--- config.mk ---
export PLATFORM = sky130hd
export DESIGN_NAME = mem_bus_arbiter
export DESIGN_NICKNAME = d
export VERILOG_FILES = /design/src/rtl/mem_bus_pkg.sv /design/src/rtl/mem_arb_grant.sv /design/src/rtl/mem_bus_arbiter.sv
export SDC_FILE = /design/constraint.sdc
export NUM_CORES = 1
export LEC_CHECK = 0
export ABC_AREA = 0
export CORE_AREA = 2 2 62 64
export DETAILED_ROUTE_END_ITERATION = 12
export DIE_AREA = 0 0 64 66
export GPL_TIMING_DRIVEN = 0
export PLACE_DENSITY = 0.78
export SETUP_SLACK_MARGIN = 0.02
export SYNTH_ARGS = -nofsm -noshare
export SYNTH_HDL_FRONTEND = slang
export SYNTH_SLANG_ARGS = --single-unit
--- constraint.sdc ---
create_clock -name clk -period 2.8 [get_ports clk]
set_clock_uncertainty 0.15 [all_clocks]
set_input_delay 0.56 -clock clk [delete_from_list [all_inputs] [get_ports clk]]
set_output_delay 0.56 -clock clk [all_outputs]
set_load 0.01 [all_outputs]
--- src/rtl/mem_bus_pkg.sv ---
// Shared types for the CPU/DMA system-memory arbiter.
// Bus widths, requester identity and the per-requester bus bundle.
package mem_bus_pkg;

  localparam int ADDR_W = 16;
  localparam int DATA_W = 8;

  typedef enum logic [1:0] {
    OWN_NONE = 2'd0,
    OWN_CPU  = 2'd1,
    OWN_DMA  = 2'd2
  } owner_e;

  typedef struct packed {
    logic              we;
    logic [ADDR_W-1:0] addr;
    logic [DATA_W-1:0] wdata;
  } mem_req_t;

  // Selects the bus bundle of the granted requester; an idle bus is all zero.
  function automatic mem_req_t pick_req(input owner_e grant,
                                        input mem_req_t cpu,
                                        input mem_req_t dma);
    mem_req_t sel;
    case (grant)
      OWN_CPU: sel = cpu;
      OWN_DMA: sel = dma;
      default: sel = '0;
    endcase
    return sel;
  endfunction

endpackage

--- src/rtl/mem_arb_grant.sv ---
// Per-cycle grant decision: DMA has priority, but a run counter forces a CPU
// grant after MAX_DMA_RUN consecutive DMA grants while the CPU is waiting.
module mem_arb_grant
  import mem_bus_pkg::*;
#(
  parameter int MAX_DMA_RUN = 4
) (
  input  logic   clk,
  input  logic   rst_b,
  input  logic   cpu_req,
  input  logic   dma_req,
  output owner_e grant
);

  localparam int CNT_W = $clog2(MAX_DMA_RUN + 1);
  localparam logic [CNT_W-1:0] RUN_MAX = CNT_W'(MAX_DMA_RUN);

  logic [CNT_W-1:0] run_cnt;
  logic [CNT_W-1:0] run_cnt_nxt;
  logic             run_sat;

  assign run_sat = (run_cnt == RUN_MAX);

  // Grant selection; nothing is granted while reset is held.
  always_comb begin
    grant = OWN_NONE;
    if (!rst_b) begin
      grant = OWN_NONE;
    end else if (dma_req && !(cpu_req && run_sat)) begin
      grant = OWN_DMA;
    end else if (cpu_req) begin
      grant = OWN_CPU;
    end else begin
      grant = OWN_NONE;
    end
  end

  // Count DMA grants only while the CPU is kept waiting; anything else clears.
  always_comb begin
    run_cnt_nxt = {CNT_W{1'b0}};
    if ((grant == OWN_DMA) && cpu_req) begin
      if (run_sat) begin
        run_cnt_nxt = run_cnt;
      end else begin
        run_cnt_nxt = run_cnt + CNT_W'(1);
      end
    end else begin
      run_cnt_nxt = {CNT_W{1'b0}};
    end
  end

  // Run counter register.
  always_ff @(posedge clk or negedge rst_b) begin
    if (!rst_b) begin
      run_cnt <= {CNT_W{1'b0}};
    end else begin
      run_cnt <= run_cnt_nxt;
    end
  end

endmodule

--- src/rtl/mem_bus_arbiter.sv ---
// Merges CPU and DMA requests onto the single-port system memory and steers
// the one-cycle-late read data back to whichever requester issued the read.
module mem_bus_arbiter
  import mem_bus_pkg::*;
#(
  parameter int MAX_DMA_RUN = 4
) (
  input  logic              clk,
  input  logic              rst_b,
  input  logic              cpu_req,
  input  logic              cpu_we,
  input  logic [ADDR_W-1:0] cpu_addr,
  input  logic [DATA_W-1:0] cpu_wdata,
  input  logic              dma_req,
  input  logic              dma_we,
  input  logic [ADDR_W-1:0] dma_addr,
  input  logic [DATA_W-1:0] dma_wdata,
  output logic              cpu_ack,
  output logic              dma_ack,
  output logic              cpu_rvalid,
  output logic              dma_rvalid,
  output logic [DATA_W-1:0] cpu_rdata,
  output logic [DATA_W-1:0] dma_rdata,
  output logic [ADDR_W-1:0] mem_addr,
  output logic [DATA_W-1:0] mem_data_in,
  output logic              mem_we,
  input  logic [DATA_W-1:0] mem_data_out
);

  owner_e   grant;
  owner_e   rd_owner;
  owner_e   rd_owner_nxt;
  mem_req_t cpu_bus;
  mem_req_t dma_bus;
  mem_req_t mem_bus;

  mem_arb_grant #(
    .MAX_DMA_RUN (MAX_DMA_RUN)
  ) u_grant (
    .clk     (clk),
    .rst_b   (rst_b),
    .cpu_req (cpu_req),
    .dma_req (dma_req),
    .grant   (grant)
  );

  // Memory bus mux and acknowledge decode from the current grant.
  always_comb begin
    cpu_bus     = '{we: cpu_we, addr: cpu_addr, wdata: cpu_wdata};
    dma_bus     = '{we: dma_we, addr: dma_addr, wdata: dma_wdata};
    mem_bus     = pick_req(grant, cpu_bus, dma_bus);
    mem_we      = mem_bus.we;
    mem_addr    = mem_bus.addr;
    mem_data_in = mem_bus.wdata;
    cpu_ack     = (grant == OWN_CPU);
    dma_ack     = (grant == OWN_DMA);
  end

  // Tag the owner of a read granted this cycle; writes leave no tag.
  always_comb begin
    rd_owner_nxt = OWN_NONE;
    case (grant)
      OWN_CPU: begin
        if (cpu_we) begin
          rd_owner_nxt = OWN_NONE;
        end else begin
          rd_owner_nxt = OWN_CPU;
        end
      end
      OWN_DMA: begin
        if (dma_we) begin
          rd_owner_nxt = OWN_NONE;
        end else begin
          rd_owner_nxt = OWN_DMA;
        end
      end
      default: rd_owner_nxt = OWN_NONE;
    endcase
  end

  // Read owner register, aligned with the memory's one-cycle read latency.
  always_ff @(posedge clk or negedge rst_b) begin
    if (!rst_b) begin
      rd_owner <= OWN_NONE;
    end else begin
      rd_owner <= rd_owner_nxt;
    end
  end

  // Only the valid strobes are steered; both data ports see the memory output.
  assign cpu_rvalid = (rd_owner == OWN_CPU);
  assign dma_rvalid = (rd_owner == OWN_DMA);
  assign cpu_rdata  = mem_data_out;
  assign dma_rdata  = mem_data_out;

endmodule

==> impl_metrics.yaml, run 1 <==
final_layout:
  drive_above_1_share_pct: 37.4
  seq_area_um2: 125
  diodes: 0
  nFillCells: 328
  multi_input_comb_area_um2: 694
  areaGrowthSynthToFinish_pct: 115
  final_util_pct: 60.6
  final_nets: 297
floorplanning:
  dieArea_um2: 4220
  ios: 107
  row_count: 22
  die_w_um: 64
  core-area_um2: 3550
  initial_core_util_pct: 28.2
  die_h_um: 66
detailed_routing:
  post-route-drc-count: 0
  met2_wirelength_um: 1900
  wl_met3_um: 371
  wirelength_met1_um: 1480
  via_per_inst: 4.63
  avgRoutedWirePerCell_um: 13.5
  routed_wl_um: 3740
  drt_pass1_iterations: 4
  drt_iter0_markers: 58
  postRouteAntennaNets: 0
  routed.top_layer: "met3"
  dr_total_vias: 1287
clock_tree:
  cts_inserted_buffers: 3
  htree_levels: 1
  cts-root-buf: "clkbuf_4"
  numClockSinks: 5
  clkLatencyLatePin_ns: 0.24
  clk_pin_slew_worst_paths_ns: 0.05
  clock_path_buffers: 2
  cts_tree: "yes"
sta:
  layout_setup_ws_ns: 0.0636
  hold_viol: 0
  fmax_mhz: 365
  slew_headroom_pct: 82.2
  period_share_pct: 97.7
  slew_violations: 0
  tightest_slew_ns: 0.267
  post-route-min-period_ns: 2.74
  setup_violations: 0
  rsz0062_at_grt: "yes"
global_routing:
  grt_first_pass_wirelength_um: 5850
  antenna_found_initial: 0
  track_usage_pct: 17.1
  grt_max_degree: 11
  gr-total-overflow: 0
  grt_pass1_vias: 1277
job:
  max-cap-violations: 0
synth:
  netlist_area_um2: 1000
  synth_seq_cells: 5
  synth_fp_nets: 179
  synth_top_area_share_pct: 24.0
  syn_inst: 113
  avgSynthCellArea_um2: 8.86
  yosys.area.top_type: "a32o_1"
  ys_warn_count: 0
  ys_seq_area_share_pct: 12.5
  synth_cell_types: 21
  synthTopCellsByArea: "a32o_1 (24%), dfrtp_1 (13%), buf_4 (12%)"
critical_path:
  crit_type: "reg -> out"
  r2r-start: "u_grant.run_cnt[0]"
  worst_ep_arrival_time_ns: 2.03
  cp.required_ns: 2.09
  reg2reg_slack_ns: 0.97
  cp-end-kind: "output pin"
  reg2regPathDepth: 7
  r2r_end: "rd_owner[0]"
  startpoint_type: "register"
  worstPathMaxFanout: 5
placement:
  port_buffers: 98
  post-dp-hpwl_um: 2560
  dpl_worst_slack_ns: -1.24
  place_congestion: 0.719
power:
  ir_worst_vdd_v: 0.000195
  leakage_nw: 0.962
  pwr_density_cell_nw_per_um2: 188
  power_uw: 405
min_path:
  whs_path_depth: 2
  hold_path_class: "in -> reg"
  hp-start: "dma_req"
  holdPathEnd: "rd_owner[0]"
outcome:
  status: "complete, no violations"
-- power breakdown --
group / switching, mW / internal (mW) / leakage (nW)
Clock: 0.0299 / 0.0539 / 0.0150
Combinational: 0.0814 / 0.165 / 0.878
Sequential: 0.000942 / 0.0740 / 0.0689
Total: 0.112 / 0.293 / 0.962
-- registers in the layout (all words and copies together), names as in the netlist --
name	cells
u_grant.run_cnt	3
rd_owner	2
-- critical path: stages (launching register included) --
cell       delay, ns
dfrtp_1         0.39
inv_2           0.08
ha_4            0.17
nand2_4         0.06
a21oi_4         0.16
ha_4            0.23
nor2b_1         0.11
buf_4           0.18
clkbuf_16       0.15
a32o_1          0.12
buf_2           0.13
-- per-stage QoR --
step	hold slack (ns)	setup TNS [ns]	cells	cell area [um^2]
global route	0.410	-0.332	278	2150
detailed placement	0.429	-30.21	259	2040
finish	0.420	0	278	2150
floorplan	0.114	0	113	1000
CTS	0.413	0	277	2220
global placement	0.420	-30.31	259	2040
-- kinds of logic after synthesis --
group / share of synthesized area, %
flip-flops: 12.5
AO/OA/AOI/OAI: 32.3
adder cells (fa/ha/maj): 5.00
AND/OR/NAND/NOR: 27.0
buffers and inverters: 23.3
-- metal layers --
| layer | GRT usage [%] | vias to the layer above |
|---|---|---|
| met3 | 4.09 | 0 |
| met4 | 3.26 | 0 |
| met1 | 19.4 | 586 |
| met2 | 32.2 | 66 |
| li1 | - | 635 |
| met5 | 0 | - |
-- timing repair --
item | CTS | global route
hold buffers | 1 | 0
setup buffers | 14 | 0
hold endpoints to repair | 5 | 0
gates cloned | 1 | 1
pin swaps | 4 | 7
endpoints found under the setup margin | 27 | 25
resized for setup | 106 | 23
-- cells in the mapped netlist --
master      n
nand2_1     4
a21o_2      2
ha_1        4
and2b_1     9
nand3_4     1
a22oi_1     1
a21bo_2     1
a32o_1     24
and3b_2     1
dfrtp_1     5
buf_6       8
nand3_1     2
nor2b_1    19
inv_1       2
nor2_1      2
buf_4      16
nor3_1      1
buf_2       3
a2111oi_4   1
a21oi_1     4
and2_1      3
-- area by class of cell --
cell class                      instances  share of cell area, %
Timing Repair Buffer                  115                   47.7
Multi-Input combinational cell         79                   32.3
Buffer                                 25                   9.83
Sequential cell                         5                   5.81
Tap cell                               48                   2.79
Clock buffer                            4                   1.22
Inverter                                2                  0.349
-- placed cells by master, fill, tap and decap left out, types with 2 or more instances in the layout --
| cell | n |
|---|---|
| clkdlybuf4s50_1 | 70 |
| buf_4 | 31 |
| buf_2 | 24 |
| a32o_1 | 24 |
| nor2b_1 | 18 |
| and2b_1 | 9 |
| buf_6 | 8 |
| dfrtp_1 | 5 |
| and2_1 | 3 |
| a21oi_1 | 3 |
| clkbuf_4 | 3 |
| nand2_2 | 2 |
| a21o_2 | 2 |
| inv_2 | 2 |
| nor2_1 | 2 |
| nand3_1 | 2 |
| ha_4 | 2 |
| ha_1 | 2 |
-- worst max-delay path by stage --
stage	start	to	slack [ns]	depth (start not counted)
after floorplan	u_grant.run_cnt[0]	mem_addr[0]	0.15	9
after global placement	rst_b	mem_data_in[3]	-1.25	11
after detailed placement	rst_b	mem_data_in[3]	-1.24	11
after CTS	u_grant.run_cnt[1]	mem_addr[11]	0.02	10
after global routing	u_grant.run_cnt[0]	mem_data_in[3]	-0.05	10
final	u_grant.run_cnt[0]	mem_addr[4]	0.06	10
Note: power is estimated with default switching activity, not from simulation.
==> run 2: changes to the inputs <==
--- a/config.mk
+++ b/config.mk
@@ -10,7 +10,7 @@
 export DETAILED_ROUTE_END_ITERATION = 12
 export DIE_AREA = 0 0 64 66
 export GPL_TIMING_DRIVEN = 0
-export PLACE_DENSITY = 0.78
+export PLACE_DENSITY = 0.81
 export SETUP_SLACK_MARGIN = 0.02
 export SYNTH_ARGS = -nofsm -noshare
 export SYNTH_HDL_FRONTEND = slang
==> impl_metrics.yaml, run 2 (synthesis results as in run 1) <==
critical_path:
  cp-end-kind: "output pin"
  crit_type: "reg -> out"
  reg2regPathDepth: 7
  worstPathMaxFanout: 6
  worst_ep_arrival_time_ns: 2.02
  reg2reg_slack_ns: 1.00
  startpoint_type: "register"
  cp.required_ns: 2.09
  r2r-start: "u_grant.run_cnt[0]"
  r2r_end: "rd_owner[0]"
placement:
  place_congestion: 0.685
  dpl_worst_slack_ns: -1.21
  port_buffers: 98
  post-dp-hpwl_um: 2610
floorplanning:
  dieArea_um2: 4220
  row_count: 22
  ios: 107
  core-area_um2: 3550
  initial_core_util_pct: 28.2
  die_w_um: 64
  die_h_um: 66
clock_tree:
  clkLatencyLatePin_ns: 0.23
  cts_tree: "yes"
  htree_levels: 1
  numClockSinks: 5
  cts-root-buf: "clkbuf_4"
  clock_path_buffers: 2
  clk_pin_slew_worst_paths_ns: 0.04
  cts_inserted_buffers: 3
final_layout:
  multi_input_comb_area_um2: 699
  diodes: 0
  final_cell_mix: "clkdlybuf4s50_1 (70), buf_4 (32), buf_2 (25)"
  seq_area_um2: 125
  final_common_cell: "clkdlybuf4s50_1"
  top_regs: "u_grant.run_cnt (3), rd_owner (2)"
  top_register: "u_grant.run_cnt"
  areaGrowthSynthToFinish_pct: 113
  drive_above_1_share_pct: 37.1
  final_nets: 296
  largest_reg_flops: 3
  nFillCells: 336
power:
  ir_worst_vdd_v: 0.000194
  power_uw: 394
  pwr_density_cell_nw_per_um2: 185
  leakage_nw: 0.960
min_path:
  holdPathEnd: "rd_owner[0]"
  hp-start: "dma_req"
  hold_path_class: "in -> reg"
  whs_path_depth: 2
detailed_routing:
  routed_wl_um: 3560
  drt_iter0_markers: 57
  met2_wirelength_um: 1950
  routed.top_layer: "met3"
  avgRoutedWirePerCell_um: 12.9
  dr_total_vias: 1279
  post-route-drc-count: 0
  wl_met3_um: 238
  postRouteAntennaNets: 0
  drt_pass1_iterations: 4
  wirelength_met1_um: 1380
  via_per_inst: 4.62
global_routing:
  track_usage_pct: 16.3
  grt_first_pass_wirelength_um: 5630
  antenna_found_initial: 0
  grt_max_degree: 11
  grt_pass1_vias: 1255
  gr-total-overflow: 0
sta:
  setup_violations: 0
  post-route-min-period_ns: 2.73
  period_share_pct: 97.6
  rsz0062_at_grt: "yes"
  hold_viol: 0
  layout_setup_ws_ns: 0.0668
  fmax_mhz: 366
  tightest_slew_ns: 0.254
  slew_violations: 0
  slew_headroom_pct: 83.1
outcome:
  status: "complete, no violations"
job:
  max-cap-violations: 0
-- run 2: routing by layer --
layer	track usage, %	vias up
met5	0	-
met4	4.35	0
met3	2.04	0
met2	32.7	55
met1	17.6	586
li1	-	638
-- run 2: final cells by class --
| class | count | area share, % |
|---|---|---|
| timing repair buffer | 114 | 47.0 |
| multi-input combinational | 79 | 32.8 |
| buffer | 25 | 9.91 |
| sequential | 5 | 5.87 |
| tap | 48 | 2.82 |
| clock buffer | 4 | 1.23 |
| inverter | 2 | 0.352 |
-- run 2: stage by stage --
stage	instances	instance area [um^2]	hold WS [ns]	setup TNS (ns)	util (%)
after CTS	274	2210	0.416	0	62.3
after floorplan	113	1000	0.114	0	-
final	277	2130	0.429	0	60.1
after global placement	259	2040	0.423	-29.60	57.5
after global routing	277	2130	0.437	-0.113	60.1
after detailed placement	259	2040	0.427	-29.38	57.5
-- run 2: worst max path at each step --
| stage | from | to | slack (ns) | depth (start not counted) |
|---|---|---|---|---|
| finish | u_grant.run_cnt[0] | mem_addr[1] | 0.07 | 10 |
| global route | u_grant.run_cnt[0] | mem_addr[1] | -0.03 | 10 |
| CTS | u_grant.run_cnt[1] | mem_addr[13] | 0.02 | 10 |
| detailed placement | rst_b | mem_addr[11] | -1.21 | 11 |
| global placement | rst_b | mem_addr[5] | -1.22 | 11 |
| floorplan | u_grant.run_cnt[0] | mem_addr[0] | 0.15 | 9 |
-- run 2: timing repair --
item | CTS | global route
buffers inserted | 11 | 2
setup endpoints to repair | 27 | 23
hold endpoints to repair | 5 | 0
gates cloned | 1 | 1
hold buffers | 1 | 0
resized for setup | 103 | 28
pin swaps | 3 | 5
-- run 2: worst max-delay path, stage by stage (launching register included) --
cell and delay (ns):
dfrtp_1 0.38, inv_2 0.07, ha_4 0.17, nand2_4 0.06
a21oi_4 0.16, ha_4 0.23, nor2b_1 0.12, buf_4 0.19
clkbuf_16 0.15, a32o_1 0.12, buf_2 0.13
-- run 2: report_power, final --
| part | switching [mW] | internal [mW] |
|---|---|---|
| combinational | 0.0787 | 0.161 |
| sequential | 0.000953 | 0.0741 |
| clock | 0.0257 | 0.0536 |
